`config.mk`:
```
export PLATFORM = sky130hd
export DESIGN_NAME = uart_rx_word
export DESIGN_NICKNAME = d
export VERILOG_FILES = /design/src/rtl/uart_pkg.sv /design/src/rtl/uart_rx_byte.sv /design/src/rtl/uart_rx_word.sv
export SDC_FILE = /design/constraint.sdc
export NUM_CORES = 1
export LEC_CHECK = 0
export CAP_MARGIN = 40
export CORE_MARGIN = 3
export CORE_UTILIZATION = 35
export DETAILED_ROUTE_END_ITERATION = 6
export DONT_BUFFER_PORTS = 1
export GPL_ROUTABILITY_DRIVEN = 0
export PLACE_DENSITY_LB_ADDON = 0.12
export SYNTH_ARGS = -nofsm -noshare
export SYNTH_HDL_FRONTEND = slang
export SYNTH_SLANG_ARGS = --single-unit
```
`constraint.sdc`:
```
create_clock -name clk -period 2.1 [get_ports clk]
set_input_delay 0.63 -clock clk [delete_from_list [all_inputs] [get_ports clk]]
set_output_delay 0.63 -clock clk [all_outputs]
set_load 0.05 [all_outputs]
```
`src/rtl/uart_pkg.sv`:
```
// uart_pkg: shared UART constants and receiver FSM state type (UART_RX_PARITY_EN adds the PARITY state)
package uart_pkg;

    localparam int DATA_BITS        = 8;
    localparam int WORD_BYTES       = 4;
    localparam int CLKS_PER_BIT_DEF = 1250;
    localparam int TIMER_W          = 12;
    localparam int BIT_CNT_W        = $clog2(DATA_BITS);

`ifdef UART_RX_PARITY_EN
    typedef enum logic [2:0] {IDLE, START, DATA, PARITY, STOP} rx_state_t;
`else
    typedef enum logic [1:0] {IDLE, START, DATA, STOP} rx_state_t;
`endif

endpackage

```
`src/rtl/uart_rx_byte.sv`:
```
// uart_rx_byte: synchronized 8-bit UART receiver FSM with byte output (UART_RX_PARITY_EN adds even parity)
module uart_rx_byte
    import uart_pkg::*;
#(
    parameter int CLKS_PER_BIT = CLKS_PER_BIT_DEF
) (
    input  logic                 clk,
    input  logic                 nrst,
    input  logic                 rx,
    output logic [DATA_BITS-1:0] byte_out,
    output logic                 byte_valid,
    output logic                 frame_err,
    output logic                 busy,
    output logic [DATA_BITS-1:0] rx_byte,
    output logic                 done,
    output logic                 bad
);

    localparam logic [TIMER_W-1:0]   FULL     = TIMER_W'(CLKS_PER_BIT - 1);
    localparam logic [TIMER_W-1:0]   HALF     = TIMER_W'(CLKS_PER_BIT / 2 - 1);
    localparam logic [BIT_CNT_W-1:0] BIT_LAST = BIT_CNT_W'(DATA_BITS - 1);

    rx_state_t state, state_n;
    logic [TIMER_W-1:0]   timer, timer_n;
    logic [BIT_CNT_W-1:0] bit_cnt, bit_cnt_n;
    logic [DATA_BITS-1:0] shift, shift_n;
    logic rx_m, rx_s, rx_d;
`ifdef UART_RX_PARITY_EN
    logic par_err, par_err_n;
`endif

    assign busy    = state != IDLE;
    assign rx_byte = shift;

    // two-flop synchronizer plus one delayed copy for start-edge detection
    always_ff @(posedge clk or negedge nrst) begin
        if (!nrst) begin
            rx_m <= 1'b1;
            rx_s <= 1'b1;
            rx_d <= 1'b1;
        end else begin
            rx_m <= rx;
            rx_s <= rx_m;
            rx_d <= rx_s;
        end
    end

    // next-state logic; bits are sampled at mid-bit, the stop sample emits done/bad
    always_comb begin
        state_n   = state;
        timer_n   = timer + 1'b1;
        bit_cnt_n = bit_cnt;
        shift_n   = shift;
        done      = 1'b0;
        bad       = 1'b0;
`ifdef UART_RX_PARITY_EN
        par_err_n = par_err;
`endif
        case (state)
            IDLE: begin
                timer_n   = '0;
                bit_cnt_n = '0;
`ifdef UART_RX_PARITY_EN
                par_err_n = 1'b0;
`endif
                state_n   = (rx_d && !rx_s) ? START : IDLE;
            end
            START: if (timer == HALF) begin
                timer_n = '0;
                state_n = rx_s ? IDLE : DATA;
            end
            DATA: if (timer == FULL) begin
                timer_n   = '0;
                shift_n   = {rx_s, shift[DATA_BITS-1:1]};
                bit_cnt_n = bit_cnt + 1'b1;
`ifdef UART_RX_PARITY_EN
                state_n   = (bit_cnt == BIT_LAST) ? PARITY : DATA;
`else
                state_n   = (bit_cnt == BIT_LAST) ? STOP : DATA;
`endif
            end
`ifdef UART_RX_PARITY_EN
            PARITY: if (timer == FULL) begin
                timer_n   = '0;
                par_err_n = ^{shift, rx_s};
                state_n   = STOP;
            end
`endif
            STOP: if (timer == FULL) begin
                timer_n = '0;
                state_n = IDLE;
`ifdef UART_RX_PARITY_EN
                done    = rx_s && !par_err;
`else
                done    = rx_s;
`endif
                bad     = !done;
            end
            default: state_n = IDLE;
        endcase
    end

    // state, datapath and registered one-cycle output pulses
    always_ff @(posedge clk or negedge nrst) begin
        if (!nrst) begin
            state      <= IDLE;
            timer      <= '0;
            bit_cnt    <= '0;
            shift      <= '0;
            byte_out   <= '0;
            byte_valid <= 1'b0;
            frame_err  <= 1'b0;
`ifdef UART_RX_PARITY_EN
            par_err    <= 1'b0;
`endif
        end else begin
            state      <= state_n;
            timer      <= timer_n;
            bit_cnt    <= bit_cnt_n;
            shift      <= shift_n;
            byte_out   <= done ? shift : byte_out;
            byte_valid <= done;
            frame_err  <= bad;
`ifdef UART_RX_PARITY_EN
            par_err    <= par_err_n;
`endif
        end
    end

endmodule

```
`src/rtl/uart_rx_word.sv`:
```
// uart_rx_word: UART receiver assembling four bytes into a 32-bit word, first byte in [31:24] (UART_RX_PARITY_EN adds parity)
module uart_rx_word
    import uart_pkg::*;
#(
    parameter int CLKS_PER_BIT = CLKS_PER_BIT_DEF
) (
    input  logic                            clk,
    input  logic                            nrst,
    input  logic                            rx,
    output logic [DATA_BITS-1:0]            byte_out,
    output logic                            byte_valid,
    output logic [DATA_BITS*WORD_BYTES-1:0] data_out,
    output logic                            word_valid,
    output logic                            frame_err,
    output logic                            busy
);

    logic [DATA_BITS-1:0] rx_byte;
    logic done, bad;
    logic [1:0] byte_idx;
    logic [DATA_BITS*(WORD_BYTES-1)-1:0] partial;

    uart_rx_byte #(.CLKS_PER_BIT(CLKS_PER_BIT)) u_byte (
        .clk       (clk),
        .nrst      (nrst),
        .rx        (rx),
        .byte_out  (byte_out),
        .byte_valid(byte_valid),
        .frame_err (frame_err),
        .busy      (busy),
        .rx_byte   (rx_byte),
        .done      (done),
        .bad       (bad)
    );

    // collect bytes on the same edge the byte output loads so word_valid aligns with byte_valid
    always_ff @(posedge clk or negedge nrst) begin
        if (!nrst) begin
            byte_idx   <= '0;
            partial    <= '0;
            data_out   <= '0;
            word_valid <= 1'b0;
        end else begin
            word_valid <= done && byte_idx == 2'(WORD_BYTES - 1);
            if (bad) begin
                byte_idx <= '0;
                partial  <= '0;
            end else if (done) begin
                byte_idx <= byte_idx + 1'b1;
                partial  <= {partial[DATA_BITS*(WORD_BYTES-2)-1:0], rx_byte};
                if (byte_idx == 2'(WORD_BYTES - 1))
                    data_out <= {partial, rx_byte};
            end
        end
    end

endmodule

```
==> flow_results.org, run 1 <==
** Routing
- After detailed routing, the average wire length per cell comes to 15.6 um.
- After detailed routing, the total wire length is 7350 um.
- The first detailed-routing pass ran for 4 iterations.
- Initial detailed-routing violation count :: 91
- Number of DRC violations after detailed routing :: 0
- DR vias :: 2249
- After detailed routing, the number of vias per cell comes to 4.77.
- The detail route stage leaves a number of antenna-violating nets equal to 0.

** Synth
- The synthesized design contains 97 register bits.
- After synthesis, the largest area contributor takes up 58.1% of total cell area.
- Largest area contributor in the synthesized netlist :: sky130_fd_sc_hd__dfrtp_1
- Largest family of logic cells by synthesized area :: multiplexers
- For this run, asynchronously set or reset flops after synthesis account for 100%.
- The synthesized netlist occupies a cell area of 4050 um^2.
- The number of nets in the synthesized netlist is 321.
- Of the post-synthesis cell area, the part taken by muxes is 20.1%.
- Dominant register cell in the synthesized netlist :: sky130_fd_sc_hd__dfrtp_1
- Post-Syn Area per Cell :: 13.0 um^2
- The commonest cells after synthesis are sky130_fd_sc_hd__dfrtp_1, sky130_fd_sc_hd__mux2_2, sky130_fd_sc_hd__inv_1, sky130_fd_sc_hd__nand2_1, sky130_fd_sc_hd__mux2i_1.
- Yosys printed 0 warnings.
- The synthesized netlist devotes 2.16% of its cell area to XOR and XNOR gates.
- Synthesis produced 312 cells.
- The synthesized design contains 0 enable-type register cells.
- Distinct cell type count of the synthesized netlist :: 34
- Part of the Yosys area used for sequential elements :: 60.0%
- In the post-synthesis netlist, the cell with the most instances is sky130_fd_sc_hd__dfrtp_1.
- Area contributors post-synth :: sky130_fd_sc_hd__dfrtp_1, sky130_fd_sc_hd__mux2_2, sky130_fd_sc_hd__mux2i_1
- Adder-Cell Fraction of Synth Area :: 1.85%
- Of the total synthesized cell area, the portion taken by AND, OR, NAND and NOR gates is 9.18%.
- Compound-gate portion of the synthesized area :: 2.16%

** Finish
- Signed area change from the synthesized netlist to the final layout :: 14.5%
- Final net count :: 335
- In the final layout, flip-flops and latches occupy 2430 um^2.
- Fraction of layout cells with a size suffix above 1 :: 28.4%
- Multi-input logic area :: 1450 um^2
- Cells fill 41.8% of the core in the end.
- Layout filler cell count :: 1061
- The repair_antennas step left the layout with diodes totalling 0.

** STA
- Number of setup violations in the final report :: 0
- Post-Route Setup TNS :: 0 ns
- Slew margin rel. :: 67.0%
- Derived from the worst setup path, the maximum achievable clock frequency is 0.503 GHz.
- Part of the cycle the worst path needs :: 94.6%
- Minimum period implied by the final worst setup slack :: 1.99 ns
- Unrepaired setup endpoints after global routing :: false
- Slew at the pin closest to its max-slew limit :: 0.495 ns
- Least setup slack across all paths after layout :: 0.113 ns
- Clock skew on the completed layout was measured at 0.00987 ns.
- Hold timing on the final database bottoms out at a slack of -0.00793 ns.
- Final slew viol count :: 0
- The count of final hold-check violations was 20.

** Outcome
- Run status :: finished with violations
- Failing checks :: hold timing

** Global route
- For met2 alone, demand over resource in global routing was 17.8%.
- Global router's overall resource usage :: 12.2%
- Global-route wire length before repair :: 12400 um
- After global routing the overflow that remains totals 0.
- The layer flagged by global routing as most heavily used is met2.
- GR Util met1 :: 16.3%
- The initial antenna violation count came to 0.
- For this run, global-route usage on met3 was measured as 5.46%.
- Largest net degree at the start of global routing :: 98
- Via count of the first global-routing pass :: 2294

** CTS
- TritonCTS clock tree :: yes
- Buffers inserted during clock tree synthesis total 9.
- Clock Latency Late Sink :: 0.34 ns
- Maximum root-to-sink buffer count :: 2
- Clock root buffer :: sky130_fd_sc_hd__clkbuf_16
- TritonCTS sink count :: 97
- Clock-pin slew was measured on the worst setup and hold paths at 0.07 ns.
- H-tree depth :: 3

** Power
- Switch share :: 23.7%
- Cell internal pwr :: 3.02 mW
- In this run the static leakage power is 2.18 nW.
- Combinational logic burns 9.7% of the power.
- Summed over all nets, the switching power comes to 0.936 mW.
- Share of total power in sequential cells :: 49.6%
- Across the VDD grid, the largest voltage drop is 0.000651 V.
- In this run the power density over the cells is 853 nW/um^2.
- Portion of total power attributed to the clock network :: 40.7%

** Critical path
- The slowest stage of the critical path is the sky130_fd_sc_hd__or4_4 cell.
- The critical path goes through or4_4 > nor4_4 > nand2_4 > buf_12 > mux2_2.
- The critical path is of the reg -> reg type.
- Together, buffers and inverters on the worst path number 1.
- Crit end category :: register
- Largest fanout on the critical path :: 33
- Data on the critical path is required at its endpoint by 2.32 ns.
- Arrival time of the worst setup path :: 2.21 ns
- Category of cells accounting for the largest share of critical-path delay :: simple AND/OR/NAND/NOR gates
- Highest cell delay on the worst timing path :: 0.58 ns
- STA classifies the critical path startpoint as a register.
- The worst register-to-register path has a setup slack of 0.11 ns.

** Die
- The floorplan step set the die height to 114 um.
- Ports placed on the boundary :: 47
- After floorplanning, the core was sized to cover 11100 um^2.
- The die is 114 um wide.
- Die outline area :: 12900 um^2
- Standard-cell row count :: 38
- Once the floorplan was initialized, standard cells occupied 36.5% of the core.

** Placed design
- The HPWL after detailed placement is 4730 um.
- Buffers placed on the I/O ports in this run total 0.
- Worst slack at placement :: 0.0696 ns

** Worst hold path
- In this run the worst hold path is classified as in -> async.

** Flow run
- Max cap viols :: 0
placed cells by master, fill, tap and decap left out, types with 2 or more instances in the layout:
cell / synthesis / routed
sky130_fd_sc_hd__nand3_1: 5 / 5
sky130_fd_sc_hd__mux2_2: 50 / 50
sky130_fd_sc_hd__and3_1: 2 / 2
sky130_fd_sc_hd__clkinv_2: 0 / 2
sky130_fd_sc_hd__nor2_1: 14 / 13
sky130_fd_sc_hd__xnor2_1: 2 / 2
sky130_fd_sc_hd__a22o_1: 5 / 5
sky130_fd_sc_hd__nor2b_1: 2 / 2
sky130_fd_sc_hd__a41oi_1: 2 / 2
sky130_fd_sc_hd__a31oi_1: 2 / 2
sky130_fd_sc_hd__nand2_1: 29 / 29
sky130_fd_sc_hd__clkinvlp_4: 0 / 3
sky130_fd_sc_hd__dfstp_2: 3 / 3
sky130_fd_sc_hd__xor2_1: 8 / 8
sky130_fd_sc_hd__and4_1: 4 / 3
sky130_fd_sc_hd__inv_1: 29 / 29
sky130_fd_sc_hd__mux2i_1: 25 / 25
sky130_fd_sc_hd__dfrtp_1: 94 / 94
sky130_fd_sc_hd__buf_4: 0 / 12
sky130_fd_sc_hd__nand4_1: 3 / 3
sky130_fd_sc_hd__ha_1: 6 / 6
sky130_fd_sc_hd__clkbuf_16: 0 / 9
sky130_fd_sc_hd__buf_12: 0 / 4
worst paths after layout:
kind | endpoint | depth (start not counted) | startpoint
min in group clk | u_byte.rx_m$_DFF_PN1_ | 0 | rx
max in group asynchronous | u_byte.rx_s$_DFF_PN1_ | 0 | nrst
hold / removal | data_out[28]$_DFFE_PN0P_ | 0 | nrst
setup / recovery | data_out[12]$_DFFE_PN0P_ | 5 | u_byte.timer[2]$_DFF_PN0_
hold reg to reg | u_byte.rx_s$_DFF_PN1_ | 0 | u_byte.rx_m$_DFF_PN1_
setup reg to reg | data_out[12]$_DFFE_PN0P_ | 5 | u_byte.timer[2]$_DFF_PN0_
cell families after synthesis:
group / count (synthesis)
AO/OA/AOI/OAI: 11
XOR/XNOR: 10
adder cells (fa/ha/maj): 6
buffers and inverters: 42
flip-flops: 97
multiplexers: 75
AND/OR/NAND/NOR: 71
repair_timing:
| action | in CTS | in global routing |
|---|---|---|
| resized for setup | 0 | 4 |
| setup buffers | 0 | 0 |
| endpoints found under the hold margin | 94 | 94 |
| endpoints found under the setup margin | 0 | 16 |
power groups by stage:
stage	registers (mW)	clock network, mW	logic, mW
CTS	1.96	1.67	0.376
floorplan	2.01	0	0.224
global route	1.97	1.75	0.434
finish	1.96	1.61	0.385
detailed placement	2.00	0	0.373
global placement	2.00	0	0.370
registers in the layout (all words and copies together) (netlist names), 2 cells and up, named ones only:
register,cells
u_byte.timer,12
partial,24
u_byte.rx_byte,8
u_byte.byte_out,8
data_out,32
byte_idx,2
u_byte.bit_cnt,3
layout make-up:
cell class,instances,area share (%)
Clock buffer,9,4.86
Clock inverter,7,1.54
Inverter,29,2.35
Multi-Input combinational cell,173,31.4
Sequential cell,97,52.4
Tap cell,140,3.78
Timing Repair Buffer,16,3.67
metrics by stage:
step	cells	area (um^2)	total power [mW]
floorplan	312	4060	2.23
global placement	455	4320	2.37
detailed placement	455	4320	2.37
CTS	471	4620	4.01
global route	471	4640	4.15
finish	471	4640	3.96
layer usage:
metal,wire (um),up-vias,share of wire [%]
met3,455,8,6.2
met4,102,0,1.4
met2,3280,41,45
met1,3510,1117,48
li1,-,1083,-
met5,0,-,0
(Power assumes the default switching activity.)
==> run 2: changes to the inputs <==
--- a/config.mk
+++ b/config.mk
@@ -6,6 +6,8 @@
 export NUM_CORES = 1
 export LEC_CHECK = 0
 export CAP_MARGIN = 40
+export CELL_PAD_IN_SITES_DETAIL_PLACEMENT = 1
+export CELL_PAD_IN_SITES_GLOBAL_PLACEMENT = 1
 export CORE_MARGIN = 3
 export CORE_UTILIZATION = 35
 export DETAILED_ROUTE_END_ITERATION = 6
==> run 2 against run 1 <==
Net effect: the flow still finishes with violations (hold timing); clock power down 8%; sequential share of layout area up 0.78 points; register-to-register slack worse by 0.05 ns; critical endpoint is now u_byte.timer[5]$_DFF_PN0_; clock-buffer cell count increased by 1; largest power group unchanged; non-clock buffer count is 1 lower; combinational power barely moved; critical path type unchanged; power is 3.4% lower; hold slack worse by 0.013 ns; first-iteration DRC count up 71%; core utilization shrank 0.61 points.
==> flow_results.org, run 2 (synthesis results as in run 1) <==
** CTS
- The CTS tree is yes (unchanged).
- The number of levels in the clock H-tree was 3 (unchanged).
- TritonCTS sink count :: 97 (unchanged)
- CTS Buf Count :: 9 (unchanged)
- The insertion delay to the later sink of the worst-skew pair is 0.34 ns (about the same).
- The clock edge transition at the registers on the reported setup and hold paths came to 0.07 ns (about the same).
- The maximum count of clock buffers along a single path was 2 (unchanged).
- The clock tree root driver cell was sky130_fd_sc_hd__clkbuf_16 (unchanged).
- # Post-CTS Setup Buffers :: 0 (unchanged)

** Power
- The maximum vdd drop is 0.000441 V (was 0.000651 V).
- The portion of total power attributed to combinational logic was 10.0% (was 9.7%).
- The total power per unit cell area came to 837 nW/um^2 (was 853 nW/um^2).
- The share of power burned in the clock network came to 38.6% (was 40.7%).
- Power dissipated by switching net loads :: 0.927 mW (was 0.936 mW)
- The proportion of power drawn by flip-flops and latches came to 51.3% (was 49.6%).
- Leak Pwr :: 2.16 nW (was 2.18 nW)
- The fraction of power spent switching nets is 24.3% (was 23.7%).
- Cell internal pwr :: 2.89 mW (was 3.02 mW)

** Critical path
- Number of cells on the critical path :: 5 (unchanged)
- Worst Path Required :: 2.32 ns (about the same)
- The data arrival time at the worst-slack endpoint came to 2.26 ns (was 2.21 ns).
- Critical path cell sequence: or4_4 > or3_1 > a21oi_1 > buf_4 > nor2_1 (was or4_4 > nor4_4 > nand2_4 > buf_12 > mux2_2).
- The critical path's top delay family is simple AND/OR/NAND/NOR gates (unchanged).
- The critical path's slowest cell is sky130_fd_sc_hd__or4_4 (unchanged).
- Endpoint of the worst setup timing path :: u_byte.timer[5]$_DFF_PN0_ (was data_out[12]$_DFFE_PN0P_)
- Highest cell delay on the worst timing path :: 0.57 ns (was 0.58 ns)
- Crit end category :: register (unchanged)
- The launch point of the critical path is u_byte.timer[2]$_DFF_PN0_ (unchanged).
- Largest fanout on the critical path :: 12 (was 33)
- Critical register-to-register path endpoint :: u_byte.timer[5]$_DFF_PN0_ (was data_out[12]$_DFFE_PN0P_)
- Setup slack on the worst flop-to-flop path :: 0.06 ns (was 0.11 ns)
- The cell count of the worst reg-to-reg path was 5 (unchanged).
- Startpoint of the lowest-slack register-to-register path :: u_byte.timer[2]$_DFF_PN0_ (unchanged)
- The startpoint-to-endpoint class of the critical path is reg -> reg (unchanged).
- Buffering stage count on the worst path with inverters included :: 1 (unchanged)
- Kind of launch point of the worst setup path :: register (unchanged)

** Global route
- Total congestion overflow after global routing :: 0 (unchanged)
- Largest net degree at the start of global routing :: 98 (unchanged)
- Via count of the first global-routing pass :: 2471 (was 2294)
- The first-pass GRT wire length is 12900 um (was 12400 um).
- The initial antenna violation count came to 0 (unchanged).
- The overall track demand over capacity in global routing is 12.7% (was 12.2%).

** Placed design
- Port bufs :: 0 (unchanged)
- Half-perimeter wire length of the detailed placement result :: 4960 um (was 4730 um)
- Number of cells in the design after placement :: 454 (was 455)
- The placed cell area was 4300 um^2 (was 4320 um^2).

** STA
- Slew margin rel. :: 60.4% (was 67.0%)
- Worst setup skew after layout :: 0.00706 ns (was 0.00987 ns)
- The time the final worst path needs with I/O delays and setup was 2.04 ns (was 1.99 ns).
- Unrepaired setup endpoints after global routing: true (was false).
- Peak Freq :: 0.490 GHz (was 0.503 GHz)
- The transition time of the tightest slew-check pin came to 0.589 ns (was 0.495 ns).
- Part of the cycle the worst path needs :: 97.2% (was 94.6%)
- Final hold vios :: 68 (was 20)
- The final worst hold slack is -0.0206 ns (was -0.00793 ns).
- Number of setup violations in the final report :: 0 (unchanged)
- Final slew viol count :: 0 (unchanged)

** Flow run
- The number of maximum-capacitance constraint violations came to 0 (unchanged).

** Finish
- Post-route cell area :: 4570 um^2 (was 4640 um^2)
- Most frequent cells in the layout: sky130_fd_sc_hd__dfrtp_1, sky130_fd_sc_hd__mux2_2, sky130_fd_sc_hd__inv_1, sky130_fd_sc_hd__nand2_1, sky130_fd_sc_hd__mux2i_1 (unchanged).
- The number of nets in the layout was 334 (was 335).
- The number of filler cells placed in the layout is 1171 (was 1061).
- The sequential cell area was 2430 um^2 (unchanged).
- Antenna diode count :: 0 (unchanged)
- Flip-flop count of the largest register after layout :: 32 (unchanged)
- Largest registers ranked by flip-flop count :: data_out (32), partial (24), u_byte.timer (12) (unchanged)
- The most common cell after layout, fill and taps aside is sky130_fd_sc_hd__dfrtp_1 (unchanged).
- The area used by multi-input combinational logic was 1440 um^2 (was 1450 um^2).
- Register ranked first by flip-flop count :: data_out (unchanged)
- Signed area change from the synthesized netlist to the final layout :: 12.8% (was 14.5%)
- The ratio of cells with drive above 1 in the final layout came to 26.7% (was 28.4%).
- Count of non-filler cells in the finished layout :: 469 (was 471)

** Die
- The y dimension of the die was 114 um (unchanged).
- The number of rows created at floorplan is 38 (unchanged).
- Ports placed on the boundary :: 47 (unchanged)
- The initial core utilization came to 36.5% (unchanged).
- Area of the core region :: 11100 um^2 (unchanged)
- Die Width :: 114 um (unchanged)
- The die area was 12900 um^2 (unchanged).

** Routing
- The residual antenna-violating net count after detailed routing came to 0 (unchanged).
- The post-detailed-route via-to-cell ratio came to 4.89 (was 4.77).
- The residual DRC count came to 0 (unchanged).
- Drt wl/cell :: 16.4 um (was 15.6 um)
- The wire length after detailed routing came to 7710 um (was 7350 um).
- Drt pass-1 iters :: 4 (unchanged)
- The total vias in the final route is 2294 (was 2249).
- Initial detailed-routing violation count :: 156 (was 91)

** Outcome
- Run status :: finished with violations (unchanged)
- Failing checks: hold timing (unchanged).

** Worst hold path
- The type of the most critical hold path is in -> async (unchanged).
run 2: power groups by stage:
stage | Combinational (mW) | Clock, mW | Sequential, mW
6_report | 0.384 | 1.48 | 1.96
5_1_grt | 0.430 | 1.61 | 1.97
4_1_cts | 0.390 | 1.54 | 1.96
3_5_place_dp | 0.386 | 0 | 2.00
3_3_place_gp | 0.374 | 0 | 1.99
2_1_floorplan | 0.224 | 0 | 2.01
run 2: worst min path at each step:
stage,endpoint,cells after the start,slack [ns],start
after global placement,word_valid$_DFF_PN0_,0,0.34,nrst
after global routing,word_valid$_DFF_PN0_,0,-0.04,nrst
final,word_valid$_DFF_PN0_,0,-0.02,nrst
after detailed placement,word_valid$_DFF_PN0_,0,0.34,nrst
after CTS,word_valid$_DFF_PN0_,0,-0.04,nrst
after floorplan,async pin,0,0.33,nrst
run 2: cell type report:
type | instances | share of cell area, %
sequential | 97 | 53.2
multi-input combinational | 173 | 31.5
clock buffer | 10 | 5.01
tap | 140 | 3.83
timing repair buffer | 15 | 3.37
inverter | 29 | 2.38
clock inverter | 5 | 0.685
run 2: per-layer routing:
layer / vias up / track usage [%] / wire length [um]
li1: 1077 / - / -
met1: 1154 / 16.8 / 3630
met2: 49 / 19.1 / 3490
met3: 14 / 4.24 / 444
met4: 0 / 5.45 / 150
met5: - / 0 / 0
run 2: stage by stage:
stage                     setup slack [ns]  total power [mW]  utilization [%]  hold slack [ns]  TNS [ns]
after floorplan                    -0.0777              2.23                -            0.334     -2.24
after CTS                           0.0451              3.89             41.2          -0.0365         0
final                               0.0587              3.82             41.2          -0.0206         0
after detailed placement            0.0760              2.38             38.9            0.337         0
after global placement               0.120              2.37             38.9            0.337         0
after global routing               -0.0459              4.01             41.2          -0.0407    -0.773
run 2: timing repair:
item | CTS | global route
endpoints found under the hold margin | 94 | 94
gates resized for setup | 0 | 1
setup endpoints to repair | 0 | 39
